===== config.mk =====
export PLATFORM = sky130hd
export DESIGN_NAME = instruction_fetch
export DESIGN_NICKNAME = d
export VERILOG_FILES = /design/src/rtl/instruction_fetch.sv
export SDC_FILE = /design/constraint.sdc
export NUM_CORES = 1
export LEC_CHECK = 0
export ABC_AREA = 1
export CAP_MARGIN = 20
export CORE_MARGIN = 4
export CORE_UTILIZATION = 40
export DETAILED_ROUTE_END_ITERATION = 8
export PLACE_DENSITY = 0.62
export REMOVE_ABC_BUFFERS = 1
export SLEW_MARGIN = 20
export SYNTH_ARGS = -nofsm -noshare
export SYNTH_HDL_FRONTEND = slang
export SYNTH_SLANG_ARGS = --single-unit

===== constraint.sdc =====
create_clock -name clk -period 12.4 [get_ports clk]
set_input_delay 3.1 -clock clk [delete_from_list [all_inputs] [get_ports clk]]
set_output_delay 3.1 -clock clk [all_outputs]
set_load 0.01 [all_outputs]

===== src/rtl/instruction_fetch.sv =====
// instruction_fetch
//
// Fetch stage front end: a PC register drives instruction memory
// combinationally and each fetched {pc, instruction} pair is queued in a
// small circular buffer that feeds the decode stage.
//
// Ports
//   clk              system clock; all state changes on the rising edge
//   reset            synchronous, active-high reset
//   enable           fetch permitted this cycle
//   redirect_valid   branch/jump redirect request (flushes the buffer)
//   redirect_pc      redirect target; the low two bits are ignored
//   imem_addr        address to instruction memory (equals the PC)
//   imem_instruction instruction memory data, combinational from imem_addr
//   out_valid        buffer head holds a valid entry
//   out_ready        decode stage accepts the head entry
//   out_pc           PC of the head entry
//   out_instruction  instruction of the head entry
//
// Handshake: an entry leaves the buffer on a rising edge where
// out_valid && out_ready && !redirect_valid. out_valid never depends on
// out_ready, and the head stays stable until it is popped, flushed or reset.
//
// DEPTH must be a power of two, at least 2.
module instruction_fetch #(
  parameter int WORDSIZE         = 64,
  parameter int INSTRUCTION_SIZE = 32,
  parameter logic [WORDSIZE-1:0] RESET_PC = '0,
  parameter int DEPTH            = 4
) (
  input  logic                        clk,
  input  logic                        reset,
  input  logic                        enable,
  input  logic                        redirect_valid,
  input  logic [WORDSIZE-1:0]         redirect_pc,
  output logic [WORDSIZE-1:0]         imem_addr,
  input  logic [INSTRUCTION_SIZE-1:0] imem_instruction,
  output logic                        out_valid,
  input  logic                        out_ready,
  output logic [WORDSIZE-1:0]         out_pc,
  output logic [INSTRUCTION_SIZE-1:0] out_instruction
);

  localparam int PTR_W = $clog2(DEPTH);
  localparam int CNT_W = PTR_W + 1;

  logic [WORDSIZE-1:0]         pc;
  logic [PTR_W-1:0]            head;
  logic [PTR_W-1:0]            tail;
  logic [CNT_W-1:0]            count;
  logic [WORDSIZE-1:0]         pc_mem    [DEPTH];
  logic [INSTRUCTION_SIZE-1:0] instr_mem [DEPTH];

  logic full;
  logic push;
  logic pop;

  // Full and push are judged on the count at the start of the cycle, so a
  // slot freed by a pop this cycle is only reusable on the next one.
  assign full      = (count == CNT_W'(DEPTH));
  assign push      = enable && !redirect_valid && !full;
  assign pop       = out_valid && out_ready && !redirect_valid;

  assign imem_addr       = pc;
  assign out_valid       = (count != '0);
  assign out_pc          = pc_mem[head];
  assign out_instruction = instr_mem[head];

  always_ff @(posedge clk) begin
    if (reset) begin
      pc    <= RESET_PC;
      head  <= '0;
      tail  <= '0;
      count <= '0;
      for (int i = 0; i < DEPTH; i++) begin
        pc_mem[i]    <= '0;
        instr_mem[i] <= '0;
      end
    end else if (redirect_valid) begin
      // Flush everything; the target is word aligned by masking its low bits.
      pc    <= redirect_pc & ~WORDSIZE'(3);
      head  <= '0;
      tail  <= '0;
      count <= '0;
    end else begin
      if (push) begin
        pc_mem[tail]    <= pc;
        instr_mem[tail] <= imem_instruction;
        tail            <= tail + 1'b1;
        pc              <= pc + WORDSIZE'(4);
      end
      if (pop) begin
        head <= head + 1'b1;
      end
      case ({push, pop})
        2'b10:   count <= count + 1'b1;
        2'b01:   count <= count - 1'b1;
        default: count <= count;
      endcase
    end
  end

endmodule


==> impl_metrics.py, run 1 <==
metrics = {
    "timing": {
        "hold_ws_ns": 0.462,
        "min_period_over_period_pct": 56.0,
        "timing.fmax_mhz": 144,
        "fin_ws_ns": 5.45,
        "fin_crit_ns": 6.95,
        "rsz0062_at_grt": "no",
        "tns_ns": 0,
        "slew_violations": 0,
        "setup_viol": 0,
        "hold_viol": 0,
        "tightest_slew_ns": 1.11,
        "relSlewSlack_pct": 26.1,
        "finClkSkew_ns": 0.0143,
    },
    "synth": {
        "synthSimpleGateAreaFrac_pct": 21.3,
        "ys_seq_elements": 447,
        "synth_compound_area_share_pct": 10.6,
        "yosysSeqAreaShare_pct": 61.5,
        "synth_edf_count": 376,
        "synth_cell_types": 36,
        "synth_ff_type": "edfxtp_1",
        "synth_top_family_by_area": "simple AND/OR/NAND/NOR gates",
        "netlist_instances": 2251,
        "synthMuxAreaShare_pct": 0,
        "postSynthAreaPerCell_sq_um": 9.19,
        "synth.cell_area_sq_um": 20700,
        "synthAdderAreaFrac_pct": 0.218,
        "synth_warnings": 0,
        "async_flop_share_pct": 0,
        "synth_xor_area_share_pct": 0.254,
    },
    "routing": {
        "drcViolationCount": 0,
        "via_count": 17100,
        "drtIter0Drc": 1517,
        "detail_route.vias_per_cell": 5.40,
        "wl_mm": 67.7,
        "wire_per_inst_um": 21.4,
        "drtPass1Iterations": 5,
        "ant_nets": 0,
    },
    "worst_setup_path": {
        "cp_max_fo": 119,
        "r2r-start": "count[1]",
        "worstSetupEndpointType": "primary output",
        "reg2reg_slack_ns": 8.47,
        "crit_chain": "inv_6 > buf_4 > o21ai_0 > o22ai_1 > clkdlybuf4s50_1",
        "critPathArrivalTime_ns": 3.85,
        "critPathRequiredTime_ns": 9.30,
        "slowest_delay_ns": 0.76,
        "cp-start-kind": "flip-flop",
        "critPathKind": "reg -> out",
        "r2r_end": "pc_mem[2][3]",
        "slowest_stage": "buf_4",
        "reg2reg_depth": 8,
    },
    "job": {
        "maxCapViolCount": 0,
    },
    "grt": {
        "gr-usage-met1_pct": 31.0,
        "grt.met2_usage_pct": 38.5,
        "top_usage_layer": "met2",
        "grt_max_degree": 120,
        "use_met3_pct": 5.30,
        "grt_pass1_vias": 16700,
        "grt_pass1_wl_mm": 102,
        "gr-total-overflow": 0,
        "grt.total_usage_pct": 23.6,
        "antenna_found_initial": 2,
    },
    "clock_network": {
        "post_cts_buffers": 0,
        "cts.hold.buffers_added": 0,
        "cts-resized-gates": 0,
        "cts_buffers": 48,
        "htreeDepth": 2,
        "cts_tree": "built",
        "clkTransAtPathRegs_ns": 0.06,
        "cts_root_buf": "clkbuf_16",
        "cts.sinks": 447,
        "cts_buffer_depth": 3,
        "clk_latency_ns": 0.59,
    },
    "final_layout": {
        "fin_nets": 2547,
        "final_cell_mix": "nor2_1, edfxtp_1, nand2_1",
        "fin_area_sq_um": 25200,
        "final_common_cell": "nor2_1",
        "nFillCells": 4800,
        "final_util_pct": 49.2,
        "syn2layout_area_growth_pct": 22.0,
        "instances_no_fill": 3162,
        "drive_gt1_share_pct": 5.16,
    },
    "status": {
        "status": "finished clean",
    },
    "place": {
        "post-place-ws_ns": 4.99,
        "gp_congestion": 0.940,
        "io_buffers": 255,
        "dp_cells": 3073,
        "place_area_sq_um": 23700,
        "place_hpwl_mm": 40.7,
    },
    "hold_path": {
        "hold_path_startpoint": "head[1]",
        "holdPathStages": 2,
        "hp-class": "reg -> reg",
    },
    "die": {
        "core_area_sq_um": 51300,
        "die_w_um": 235,
        "die-area_sq_um": 55400,
        "die_y_um": 235,
        "initial_core_util_pct": 40.3,
        "ioPinCount": 262,
        "num_rows": 83,
    },
    "power": {
        "p_sw_mw": 0.809,
        "power_density_nw_per_um2": 136,
        "total_power_mw": 3.43,
        "switching_share_pct": 23.6,
        "combPwrFrac_pct": 8.7,
        "power.leakage_nw": 9.05,
        "p_int_mw": 2.62,
        "seq_power_share_pct": 50.5,
        "vdd_drop_max_mv": 0.0893,
        "clkPwrFrac_pct": 40.9,
    },
}
==> flip-flops by register name, summed over array words and instances (netlist names), named ones only <==
name / flops
head: 2
count: 3
tail: 2
imem_addr: 62
instr_mem: 128
pc_mem: 248
==> power groups by stage <==
stage	combinational (mW)	sequential (mW)	clock, mW
after CTS	0.300	1.73	1.43
after detailed placement	0.298	1.76	0
after global placement	0.296	1.76	0
after floorplan	0.119	1.77	0
after global routing	0.321	1.74	1.48
final	0.297	1.73	1.40
==> metal layers <==
layer  vias to the layer above  routed length [um]
met4                         4                2350
met1                      8260               27400
li1                       7995                   -
met5                         -                  89
met3                       138                5980
met2                       685               31900
==> worst max path at each step <==
stage                             to  slack (ns)
floorplan            instr_mem[1][0]        1.02
global placement    instr_mem[2][30]        5.02
detailed placement   instr_mem[2][4]        4.99
CTS                       out_pc[36]        5.43
global route              out_pc[58]        5.26
finish                    out_pc[36]        5.45
==> synthesized netlist by cell type, types with 9 or more instances <==
cell type | number | area share (%)
a21oi_1 | 27 | 0.65
a31oi_1 | 11 | 0.33
buf_2 | 46 | 1.1
clkbuf_1 | 79 | 1.4
dfxtp_1 | 71 | 6.9
edfxtp_1 | 376 | 55
inv_1 | 172 | 3.1
nand2_1 | 300 | 5.4
nand3_1 | 64 | 1.5
nand4_1 | 20 | 0.60
nor2_1 | 586 | 11
nor2_2 | 9 | 0.27
nor3_1 | 77 | 1.9
o21ai_0 | 260 | 6.3
o22ai_1 | 94 | 2.8
==> worst max-delay path: cells and delay by family, from the launching register on <==
family          cells  cell delay (ns)
buf+inv             3             2.06
compound gates      2             0.56
flops               1             0.49
==> area by class of cell <==
type / count / area (sq um) / share of cell area (%)
sequential: 447 / 12700 / 50.4
tap: 680 / 851 / 3.37
multi-input combinational: 1493 / 6770 / 26.8
antenna: 1 / 2.50 / 0.00992
timing repair buffer: 275 / 2700 / 10.7
clock buffer: 73 / 1400 / 5.53
inverter: 178 / 679 / 2.69
clock inverter: 15 / 119 / 0.471
==> logic make-up after synthesis <==
kind of cell	count (synthesis)
buffers and inverters	314
DFF	447
other	1
adders and majority gates	3
xor gates and xnor gates	6
AOI/OAI and AO/OA	406
and+or+nand+nor	1074
Power figures use the tool's default switching activity.
==> run 2, diff against run 1 <==
- clock period: 12.4 -> 6.55 ns (I/O delays scaled with it)
==> impl_metrics.py, run 2 (synthesized netlist as in run 1, its figures left out) <==
metrics = {
    "routing": {
        "via_count": 17300,
        "drcViolationCount": 0,
        "wl_mm": 68.0,
        "ant_nets": 0,
        "drtIter0Drc": 1589,
        "detail_route.vias_per_cell": 5.43,
        "drtPass1Iterations": 5,
        "wire_per_inst_um": 21.4,
    },
    "worst_setup_path": {
        "slowest_delay_ns": 0.86,
        "reg2reg_depth": 8,
        "r2r-start": "count[0]",
        "critPathArrivalTime_ns": 3.25,
        "reg2reg_slack_ns": 3.53,
        "critPathRequiredTime_ns": 4.91,
        "crit_chain": "buf_4 > o21ai_0 > o22ai_1 > clkdlybuf4s50_1",
        "cp_max_fo": 79,
        "cp-start-kind": "flip-flop",
        "slowest_stage": "buf_4",
        "worstSetupEndpointType": "primary output",
        "path_buf_inv": 2,
        "crit_family": "buffers and inverters",
        "r2r_end": "pc_mem[1][63]",
        "critPathKind": "reg -> out",
    },
    "place": {
        "io_buffers": 255,
        "place_hpwl_mm": 42.5,
        "gp_congestion": 0.948,
    },
    "hold_path": {
        "holdPathStages": 2,
        "hp-class": "reg -> reg",
        "hold_path_startpoint": "head[1]",
    },
    "clock_network": {
        "clkTransAtPathRegs_ns": 0.06,
        "cts_root_buf": "clkbuf_16",
        "clk_latency_ns": 0.60,
        "htreeDepth": 2,
        "cts-resized-gates": 0,
        "cts_tree": "built",
        "cts.sinks": 447,
        "cts_buffer_depth": 3,
        "post_cts_buffers": 0,
        "cts.hold.buffers_added": 0,
        "cts_buffers": 48,
    },
    "grt": {
        "antenna_found_initial": 1,
        "grt_max_degree": 97,
        "grt_pass1_vias": 17000,
        "grt_pass1_wl_mm": 102,
        "gr-total-overflow": 0,
        "grt.total_usage_pct": 23.7,
    },
    "timing": {
        "tightest_slew_ns": 1.08,
        "relSlewSlack_pct": 28.0,
        "setup_viol": 0,
        "timing.fmax_mhz": 204,
        "min_period_over_period_pct": 74.7,
        "hold_viol": 0,
        "slew_violations": 0,
        "fin_crit_ns": 4.89,
        "finClkSkew_ns": 0.0318,
        "hold_ws_ns": 0.478,
        "rsz0062_at_grt": "no",
    },
    "die": {
        "die-area_sq_um": 55400,
        "die_w_um": 235,
        "die_y_um": 235,
        "num_rows": 83,
        "core_area_sq_um": 51300,
        "ioPinCount": 262,
        "initial_core_util_pct": 40.3,
    },
    "final_layout": {
        "largest_reg_flops": 248,
        "drive_gt1_share_pct": 5.85,
        "fin_nets": 2560,
        "top_register": "pc_mem",
        "final_common_cell": "nor2_1",
        "final_util_pct": 49.9,
        "nFillCells": 4796,
        "multiInputGateArea_sq_um": 6770,
        "antenna_cells": 0,
        "syn2layout_area_growth_pct": 23.8,
        "register_area_sq_um": 12700,
        "final_cell_mix": "nor2_1, edfxtp_1, nand2_1",
    },
    "power": {
        "power_density_nw_per_um2": 261,
        "power.leakage_nw": 9.22,
        "vdd_drop_max_mv": 0.167,
    },
    "job": {
        "maxCapViolCount": 0,
    },
    "status": {
        "status": "finished clean",
    },
}
## run 2: cell types whose count changed in the layout (fill, tap and decap cells not counted), moves of 2 or more
| cell | before | now |
|---|---|---|
| buf_12 | 0 | 11 |
| bufinv_16 | 2 | 6 |
| clkbuf_1 | 16 | 12 |
| clkbuf_8 | 8 | 3 |
| inv_6 | 2 | 4 |
## run 2: worst reg2reg max path: cells and delay by family (launching register included)
| family | cells | cell delay [ns] |
|---|---|---|
| AO/OA/AOI/OAI | 1 | 0.53 |
| flip-flops | 1 | 0.35 |
| buffers and inverters | 4 | 1.16 |
| AND/OR/NAND/NOR | 3 | 0.60 |
## run 2: worst max-delay path by stage
stage,to,depth (start not counted),from
after global placement,pc_mem[2][45],8,reset
after detailed placement,imem_addr[24],7,redirect_valid
after global routing,out_pc[32],4,flip-flop
final,out_pc[32],4,flip-flop
after floorplan,instr_mem[1][0],4,enable
after CTS,out_pc[32],4,flip-flop
## run 2: layer usage
metal / up-vias / wire, um / share of wire [%] / GRT usage, %
li1: 8047 / - / - / -
met1: 8361 / 27900 / 41 / 31.0
met2: 698 / 32300 / 47 / 39.2
met3: 146 / 5550 / 8.2 / 5.33
met4: 2 / 2270 / 3.3 / 8.13
met5: - / 11 / 0.016 / 0
## run 2: cell type report
type                    count  area share, %
clock buffers              65           5.23
inverters                 178           2.65
repair buffers            288           11.5
multi-input cells        1493           26.4
clock inverters            25           1.12
flip-flops and latches    447           49.7
well taps                 680           3.32
## run 2: metrics by stage
stage               std cells  total power, mW  setup slack (ns)  instance area [sq um]  setup TNS [ns]
global route             3176             6.89              1.55                  25600               0
floorplan                2118             3.57             -3.37                  20100         -866.14
CTS                      3176             6.72              1.65                  25600               0
global placement         3085             3.91              1.64                  23900               0
finish                   3176             6.68              1.66                  25600               0
detailed placement       3086             3.92              1.60                  24000               0
## run 2: power breakdown
part	internal, mW	switching (mW)
clock network	1.67	1.14
logic	0.230	0.352
registers	3.21	0.0717
